--- config.mk ---
export PLATFORM = sky130hd
export DESIGN_NAME = wb_rr_arbiter
export DESIGN_NICKNAME = d
export VERILOG_FILES = /design/src/rtl/wb_rr_arbiter.sv
export SDC_FILE = /design/constraint.sdc
export NUM_CORES = 1
export LEC_CHECK = 0
export BUFFER_PORTS_ARGS = -buffer_cell sky130_fd_sc_hd__buf_2
export CORE_AREA = 2 2 97 99
export DETAILED_ROUTE_END_ITERATION = 6
export DIE_AREA = 0 0 99 101
export HOLD_SLACK_MARGIN = 0.08
export SETUP_SLACK_MARGIN = 0.1
export SLEW_MARGIN = 5
export SYNTH_ARGS = -nofsm -noshare
export SYNTH_HDL_FRONTEND = slang
export SYNTH_SLANG_ARGS = --single-unit
--- constraint.sdc ---
create_clock -name i_clk -period 1.4 [get_ports i_clk]
set_input_delay 0.14 -clock i_clk [delete_from_list [all_inputs] [get_ports i_clk]]
set_output_delay 0.14 -clock i_clk [all_outputs]
set_load 0.01 [all_outputs]
--- src/rtl/wb_rr_arbiter.sv ---
// rtl/wb_rr_arbiter.sv - two-master round-robin Wishbone classic arbiter
//
// Shares one 32-bit Wishbone slave between master 0 (AXI bridge) and
// master 1 (debug/DMA). The grant is held for the whole CYC window, so
// multi-beat sequences issued under one CYC are atomic.
//
// Optional feature macro: WB_ARB_TIMEOUT_EN (stalled-access watchdog).
//
// Ports:
//   i_clk, i_rst                 clock, synchronous active-high reset
//   i_mX_adr/dat/sel/we/cyc/stb  master X request
//   o_mX_rdt/ack/err             master X response
//   o_s_adr/dat/sel/we/cyc/stb   slave request
//   i_s_rdt/ack/err              slave response
//   o_grant                      one-hot grant, 2'b00 when idle
//   o_timeout                    one-cycle pulse when the watchdog fires
module wb_rr_arbiter #(
  parameter int ADR_W     = 10,
  parameter int TO_CYCLES = 255
) (
  input  logic             i_clk,
  input  logic             i_rst,
  input  logic [ADR_W-1:0] i_m0_adr,
  input  logic [31:0]      i_m0_dat,
  input  logic [3:0]       i_m0_sel,
  input  logic             i_m0_we,
  input  logic             i_m0_cyc,
  input  logic             i_m0_stb,
  input  logic [ADR_W-1:0] i_m1_adr,
  input  logic [31:0]      i_m1_dat,
  input  logic [3:0]       i_m1_sel,
  input  logic             i_m1_we,
  input  logic             i_m1_cyc,
  input  logic             i_m1_stb,
  output logic [31:0]      o_m0_rdt,
  output logic             o_m0_ack,
  output logic             o_m0_err,
  output logic [31:0]      o_m1_rdt,
  output logic             o_m1_ack,
  output logic             o_m1_err,
  output logic [ADR_W-1:0] o_s_adr,
  output logic [31:0]      o_s_dat,
  output logic [3:0]       o_s_sel,
  output logic             o_s_we,
  output logic             o_s_cyc,
  output logic             o_s_stb,
  input  logic [31:0]      i_s_rdt,
  input  logic             i_s_ack,
  input  logic             i_s_err,
  output logic [1:0]       o_grant,
  output logic             o_timeout
);

  // Encoding doubles as the one-hot grant vector.
  typedef enum logic [1:0] {
    IDLE = 2'b00,
    G0   = 2'b01,
    G1   = 2'b10
  } state_t;

  state_t state, state_next;
  logic   last, last_next;      // index of the master released most recently
  logic   granted_cyc, granted_stb;
  logic   masked;               // access killed by the watchdog, until cyc drops
  logic   timeout;
  logic   ack_ok, err_ok;

  assign o_grant  = state;
  assign o_m0_rdt = i_s_rdt;
  assign o_m1_rdt = i_s_rdt;

  assign granted_cyc = (state == G0) ? i_m0_cyc : (state == G1) ? i_m1_cyc : 1'b0;
  assign granted_stb = (state == G0) ? i_m0_stb : (state == G1) ? i_m1_stb : 1'b0;
  assign ack_ok      = i_s_ack & ~masked;
  assign err_ok      = i_s_err & ~masked;

  // State register
  always_ff @(posedge i_clk) begin
    if (i_rst) begin
      state <= IDLE;
      last  <= 1'b1;
    end else begin
      state <= state_next;
      last  <= last_next;
    end
  end

  // Next-state logic
  always_comb begin
    state_next = state;
    last_next  = last;
    case (state)
      IDLE: begin
        if (i_m0_cyc && i_m1_cyc) state_next = last ? G0 : G1;
        else if (i_m0_cyc)        state_next = G0;
        else if (i_m1_cyc)        state_next = G1;
      end
      G0: begin
        if (!i_m0_cyc) begin
          last_next  = 1'b0;
          state_next = i_m1_cyc ? G1 : IDLE;
        end
      end
      G1: begin
        if (!i_m1_cyc) begin
          last_next  = 1'b1;
          state_next = i_m0_cyc ? G0 : IDLE;
        end
      end
      default: state_next = IDLE;
    endcase
  end

  // Output logic: slave-side mux and response routing
  always_comb begin
    o_s_adr  = '0;
    o_s_dat  = '0;
    o_s_sel  = '0;
    o_s_we   = 1'b0;
    o_s_cyc  = 1'b0;
    o_s_stb  = 1'b0;
    o_m0_ack = 1'b0;
    o_m0_err = 1'b0;
    o_m1_ack = 1'b0;
    o_m1_err = 1'b0;
    case (state)
      G0: begin
        o_s_adr  = i_m0_adr;
        o_s_dat  = i_m0_dat;
        o_s_sel  = i_m0_sel;
        o_s_we   = i_m0_we;
        o_s_cyc  = i_m0_cyc & ~masked;
        o_s_stb  = i_m0_stb & ~masked;
        o_m0_ack = ack_ok;
        o_m0_err = err_ok | timeout;
      end
      G1: begin
        o_s_adr  = i_m1_adr;
        o_s_dat  = i_m1_dat;
        o_s_sel  = i_m1_sel;
        o_s_we   = i_m1_we;
        o_s_cyc  = i_m1_cyc & ~masked;
        o_s_stb  = i_m1_stb & ~masked;
        o_m1_ack = ack_ok;
        o_m1_err = err_ok | timeout;
      end
      default: ;
    endcase
  end

`ifdef WB_ARB_TIMEOUT_EN
  localparam logic [15:0] TO_LAST = 16'(TO_CYCLES - 1);

  logic [15:0] cnt;

  // cnt holds the number of earlier stalled strobe cycles, so the check
  // against TO_CYCLES-1 fires in the TO_CYCLES-th stalled cycle. A same-cycle
  // ack or err takes priority over the timeout.
  assign timeout = granted_stb & ~masked & ~i_s_ack & ~i_s_err & (cnt == TO_LAST);

  always_ff @(posedge i_clk) begin
    if (i_rst) begin
      cnt    <= '0;
      masked <= 1'b0;
    end else begin
      if (!granted_stb || masked || i_s_ack || i_s_err || timeout) cnt <= '0;
      else                                                         cnt <= cnt + 16'd1;
      // Release (cyc low) always lifts the mask, including on handover.
      if (!granted_cyc)  masked <= 1'b0;
      else if (timeout)  masked <= 1'b1;
    end
  end
`else
  logic unused_to_cycles;
  assign unused_to_cycles = (TO_CYCLES == 0);
  assign timeout          = 1'b0;
  assign masked           = 1'b0;
`endif

  assign o_timeout = timeout;

endmodule

==> results.py, run 1 <==
metrics = {
    "clocking": {
        "numCtsBuffers": 3,
        "tritoncts": "yes",
        "clock_latency_ps": 220,
        "clock-sinks": 3,
        "clk_pin_slew_ps": 30,
        "clk_path_buf_depth": 2,
        "clock-root-buffer": "clkbuf_8",
        "h-tree-depth": 1,
        "hold_buffers": 0,
    },
    "timing": {
        "worst_slack_ps": -218,
        "whs_ps": 110,
        "fmax_ghz": 0.618,
        "slew_viol_final": 0,
        "fin_tns_setup_ps": -8490,
        "period_share": 1.16,
        "post-route-min-period_ps": 1620,
        "setup_viol": 52,
        "fin_skew_ps": 4.65,
        "rsz0062_at_grt": "true",
        "finalHoldViolCount": 0,
    },
    "place": {
        "numPortBuffers": 156,
        "finalWeightedCongestion": 0.708,
        "dp.cells": 410,
        "dpl-instance-area_um2": 2200,
        "hpwl_um": 5250,
    },
    "power": {
        "p_clk_frac": 0.083,
        "p_leak_nw": 1.22,
        "p_per_area_nw_per_um2": 1100,
        "vdd_drop_max_mv": 0.319,
        "p_comb_frac": 0.873,
        "power.internal_w": 0.00179,
        "p_sw_w": 0.00124,
        "switching_share": 0.408,
        "power_frac_seq": 0.044,
    },
    "critical_path": {
        "cp-end-kind": "output pin",
        "reg2reg_depth": 7,
        "reg2reg_to": "o_grant[0]$_SDFFE_PP0P_",
        "cp.required_ps": 1260,
        "critPathKind": "register to output pin",
        "reg2reg_slack_ps": -90,
        "worstPathMaxFanout": 13,
        "r2r-start": "o_grant[1]$_SDFFE_PP0P_",
        "arrival_ps": 1480,
        "worstSetupStartpointType": "register",
        "startpoint": "o_grant[1]$_SDFFE_PP0P_",
    },
    "final_layout": {
        "multiInputGateArea_um2": 1240,
        "fill_cells": 988,
        "syn2layout_area_growth_pct": 81.5,
        "drive_gt1_frac": 0.832,
        "stdcell_area_um2": 2750,
        "most-common-layout-cells": "buf_2, a22oi_2, nor2b_2",
        "instances_no_fill": 426,
        "regArea_um2": 67.6,
        "nNetsFinal": 455,
        "layout_commonest_cell": "buf_2",
        "antenna_cells": 0,
    },
    "routing": {
        "drc": 0,
        "postRouteAntennaNets": 0,
        "wl_per_cell_um": 17.2,
        "vias_per_cell": 4.34,
        "drt_first_iter_violations": 49,
        "dr.pass1.iters": 4,
        "vias": 1850,
        "routed_wl_um": 7340,
    },
    "min_path": {
        "hp-start": "i_rst",
        "hp-class": "primary input to register",
        "hold_path_end": "o_grant[0]$_SDFFE_PP0P_",
        "min_path_cells": 2,
    },
    "synthesis": {
        "synth_seq_cells": 3,
        "syn_avg_cell_area_um2": 7.14,
        "syn-num-nets": 351,
        "synth.distinct_cells": 22,
        "ys_seq_area_frac": 0.0397,
        "netlist_area_um2": 1510,
        "yosys_warnings": 0,
        "synthCells": 212,
    },
    "floorplanning": {
        "core.rowCount": 35,
        "design.die.area_um2": 10000,
        "die_y_um": 101,
        "start_util": 0.169,
        "die_x_um": 99,
        "ioPinCount": 254,
        "core_um2": 8980,
    },
    "global_routing": {
        "grt-ovfl-total": 0,
        "grt_pass1_vias": 1848,
        "grt_max_degree": 26,
        "antenna_found_initial": 0,
        "grt_usage": 0.130,
        "grt_pass1_wl_um": 9980,
    },
    "run": {
        "drv_cap": 0,
    },
    "status": {
        "violations": "setup timing",
        "outcome": "finished, violations left",
    },
}
## critical path, stage by stage (launching register included)
cell,delay (ps)
dfxtp_4,330
buf_6,120
ha_4,210
buf_12,170
a22oi_2,210
nor2b_2,70
buf_2,140
## registers in the layout, summed over array words and instances, names as in the netlist
register and flops:
last 1, o_grant 2
## worst max path at each step
stage / to / slack, ps / cells past startpoint
after CTS: o_s_adr[4] / -240 / 6
after global routing: o_s_adr[4] / -270 / 6
after global placement: o_s_adr[3] / -120 / 6
after detailed placement: o_s_adr[7] / -110 / 6
after floorplan: o_grant[1]$_SDFFE_PP0P_ / 50 / 7
final: o_s_adr[7] / -220 / 6
## layout make-up
| cell class | count | share of cell area |
|---|---|---|
| Timing Repair Buffer | 180 | 0.452 |
| Tap cell | 111 | 0.0505 |
| Multi-Input combinational cell | 126 | 0.452 |
| Clock buffer | 4 | 0.0164 |
| Inverter | 2 | 0.00455 |
| Sequential cell | 3 | 0.0246 |
## cell usage after synthesis
cell type / number / area share
inv_1: 2 / 0.0050
clkbuf_1: 7 / 0.017
o21a_2: 1 / 0.0058
nand2b_1: 3 / 0.012
dfxtp_1: 3 / 0.040
o21bai_1: 1 / 0.0050
ha_1: 5 / 0.041
nand3b_1: 2 / 0.0099
nand2_1: 2 / 0.0050
nor2_1: 3 / 0.0074
buf_6: 1 / 0.0074
nor2b_1: 49 / 0.20
mux2i_1: 1 / 0.0066
o32a_1: 1 / 0.0066
and2_1: 4 / 0.017
a31oi_1: 1 / 0.0041
buf_4: 65 / 0.32
a22oi_2: 1 / 0.0083
conb_1: 1 / 0.0025
a21oi_1: 3 / 0.0099
a22oi_1: 48 / 0.24
buf_2: 8 / 0.026
## what timing repair did
action | CTS | global route
endpoints found under the setup margin | 56 | 56
cloned | 2 | 5
gates resized for setup | 46 | 9
pin swaps | 10 | 16
setup buffers | 5 | 0
## through the flow
stage                     worst slack, ps  utilization  total power, W
after floorplan                      54.5            -         0.00158
after global placement               -117        0.245         0.00199
after detailed placement             -114        0.245         0.00205
after CTS                            -238        0.289         0.00281
after global routing                 -266        0.306         0.00325
final                                -218        0.306         0.00303
## logic make-up after synthesis
family / synth area share
fa+ha+maj: 0.0413
other cells: 0.00248
flops: 0.0397
compound gates: 0.278
mux: 0.00661
simple gates: 0.254
buf+inv: 0.379
## metal layers
metal | GRT usage | up-vias | share of wire
li1 | - | 876 | -
met5 | 0 | - | 0
met3 | 0.0270 | 37 | 0.077
met1 | 0.132 | 835 | 0.34
met4 | 0.0653 | 0 | 0.042
met2 | 0.249 | 102 | 0.54
## power groups by stage
stage	sequential, W	clock, W	combinational (W)
finish	0.000134	0.000251	0.00264
global route	0.000137	0.000270	0.00285
CTS	0.000133	0.000261	0.00241
detailed placement	0.000130	0	0.00192
global placement	0.000129	0	0.00187
floorplan	0.000142	0	0.00144
Note: power is estimated with default switching activity, not from simulation.
==> run 2: changes to the inputs <==
--- a/config.mk
+++ b/config.mk
@@ -11,6 +11,7 @@
 export DIE_AREA = 0 0 99 101
 export HOLD_SLACK_MARGIN = 0.08
 export SETUP_SLACK_MARGIN = 0.1
+export SKIP_LAST_GASP = 1
 export SLEW_MARGIN = 5
 export SYNTH_ARGS = -nofsm -noshare
 export SYNTH_HDL_FRONTEND = slang
==> run 2 against run 1 <==
The run still ends with setup timing left. Sequential share of layout area decreased by 0.058 points. Fmax down 0.65%. Non-clock buffer count is 5 higher. Hold slack about the same. Clock-buffer cell count stayed put. Clock skew is essentially flat. Design area increased by 2.4%. Clock power about the same.
==> results.py, run 2 (synthesis gave the netlist of run 1 again) <==
metrics = {
    "critical_path": {
        "critPathKind": "register to output pin",
        "reg2reg_to": "o_grant[0]$_SDFFE_PP0P_",
        "cp.required_ps": 1260,
        "reg2reg_depth": 7,
        "arrival_ps": 1490,
        "worstPathMaxFanout": 13,
        "r2r-start": "o_grant[1]$_SDFFE_PP0P_",
        "reg2reg_slack_ps": -40,
        "worstSetupStartpointType": "register",
        "cp-end-kind": "output pin",
    },
    "timing": {
        "worst_slack_ps": -229,
        "post-route-min-period_ps": 1630,
        "rsz0062_at_grt": "true",
        "fmax_ghz": 0.614,
        "fin_skew_ps": 4.62,
        "setup_viol": 53,
        "slew_viol_final": 0,
        "period_share": 1.16,
        "finalHoldViolCount": 0,
        "whs_ps": 109,
    },
    "place": {
        "hpwl_um": 5250,
        "numPortBuffers": 156,
        "post-place-ws_ps": -114,
        "finalWeightedCongestion": 0.708,
        "dp.cells": 410,
    },
    "status": {
        "violations": "setup timing",
        "outcome": "finished, violations left",
    },
    "clocking": {
        "clk_pin_slew_ps": 30,
        "clk_path_buf_depth": 2,
        "h-tree-depth": 1,
        "clock-sinks": 3,
        "tritoncts": "yes",
        "numCtsBuffers": 3,
        "clock_latency_ps": 220,
        "clock-root-buffer": "clkbuf_8",
        "hold_buffers": 0,
    },
    "power": {
        "power_frac_seq": 0.041,
        "switching_share": 0.404,
        "p_clk_frac": 0.077,
        "vdd_drop_max_mv": 0.331,
        "power.internal_w": 0.00193,
        "p_sw_w": 0.00131,
        "p_leak_nw": 1.26,
        "p_comb_frac": 0.881,
        "p_per_area_nw_per_um2": 1150,
        "p_total_w": 0.00324,
    },
    "min_path": {
        "hp-class": "primary input to register",
        "hp-start": "i_rst",
        "hold_path_end": "o_grant[0]$_SDFFE_PP0P_",
        "min_path_cells": 2,
    },
    "final_layout": {
        "largest_reg_flops": 2,
        "most-common-layout-cells": "buf_2, a22oi_2, nor2b_2",
        "nNetsFinal": 460,
        "fill_cells": 976,
        "layout_commonest_cell": "buf_2",
        "multiInputGateArea_um2": 1250,
        "antenna_cells": 0,
        "instances_no_fill": 431,
        "fin_util": 0.313,
        "syn2layout_area_growth_pct": 85.9,
        "drive_gt1_frac": 0.834,
        "regArea_um2": 67.6,
    },
    "run": {
        "drv_cap": 0,
    },
    "floorplanning": {
        "die_x_um": 99,
        "die_y_um": 101,
        "core_um2": 8980,
        "start_util": 0.169,
        "core.rowCount": 35,
        "design.die.area_um2": 10000,
        "ioPinCount": 254,
    },
    "global_routing": {
        "grt_pass1_vias": 1856,
        "antenna_found_initial": 0,
        "grt_pass1_wl_um": 9980,
        "grt-ovfl-total": 0,
        "grt_max_degree": 26,
        "grt_usage": 0.130,
    },
    "routing": {
        "postRouteAntennaNets": 0,
        "wl_per_cell_um": 18.1,
        "vias": 1895,
        "dr.pass1.iters": 6,
        "routed_wl_um": 7820,
        "drc": 0,
        "drt_first_iter_violations": 51,
        "vias_per_cell": 4.40,
    },
}
run 2: changes by cell type in the layout (fill, tap and decap cells not counted), sizes merged:
cell / delta
clkbuf: +3
buf: +2
run 2: layout make-up:
cell class	instances	share of cell area
inverter	2	0.00445
sequential	3	0.0240
clock buffer	4	0.0160
multi-input combinational	126	0.445
tap	111	0.0494
timing repair buffer	185	0.462
run 2: per-layer routing:
layer | track usage | vias up | wire (um)
met1 | 0.132 | 862 | 2660
met3 | 0.0270 | 37 | 566
met2 | 0.249 | 109 | 4280
met5 | 0 | - | 0
li1 | - | 887 | -
met4 | 0.0653 | 0 | 305
run 2: critical path, cell delays in order, from the launching register on:
cell and delay, ps:
dfxtp_4 330, buf_6 120, ha_4 220, buf_12 170, a22oi_2 210, nor2b_2 70
buf_2 140
run 2: power groups by stage:
stage | registers (W) | clock network (W) | logic [W]
global placement | 0.000129 | 0 | 0.00187
global route | 0.000137 | 0.000270 | 0.00305
finish | 0.000134 | 0.000251 | 0.00285
floorplan | 0.000142 | 0 | 0.00144
detailed placement | 0.000130 | 0 | 0.00192
CTS | 0.000128 | 0.000261 | 0.00234
run 2: stage by stage:
step / setup TNS (ps) / area [um^2]
floorplan: 0 / 1740
global placement: -595 / 2200
detailed placement: -1540 / 2200
CTS: -10050 / 2510
global route: -13160 / 2810
finish: -9580 / 2810
run 2: how the worst max path moves through the flow:
stage                            start                      end  slack (ps)  cells past startpoint
2_1_floorplan  o_grant[1]$_SDFFE_PP0P_  o_grant[1]$_SDFFE_PP0P_          50                      7
3_3_place_gp   o_grant[1]$_SDFFE_PP0P_               o_s_adr[3]        -120                      6
3_5_place_dp   o_grant[1]$_SDFFE_PP0P_               o_s_adr[7]        -110                      6
4_1_cts        o_grant[1]$_SDFFE_PP0P_              o_s_dat[21]        -240                      6
5_1_grt        o_grant[1]$_SDFFE_PP0P_               o_s_adr[7]        -280                      6
6_report       o_grant[1]$_SDFFE_PP0P_               o_s_adr[7]        -230                      6
run 2: what timing repair did:
action | CTS | global route
pin swaps | 10 | 12
cloned | 2 | 8
gates resized for setup | 29 | 23
setup endpoints to repair | 56 | 56
buffers inserted | 5 | 2
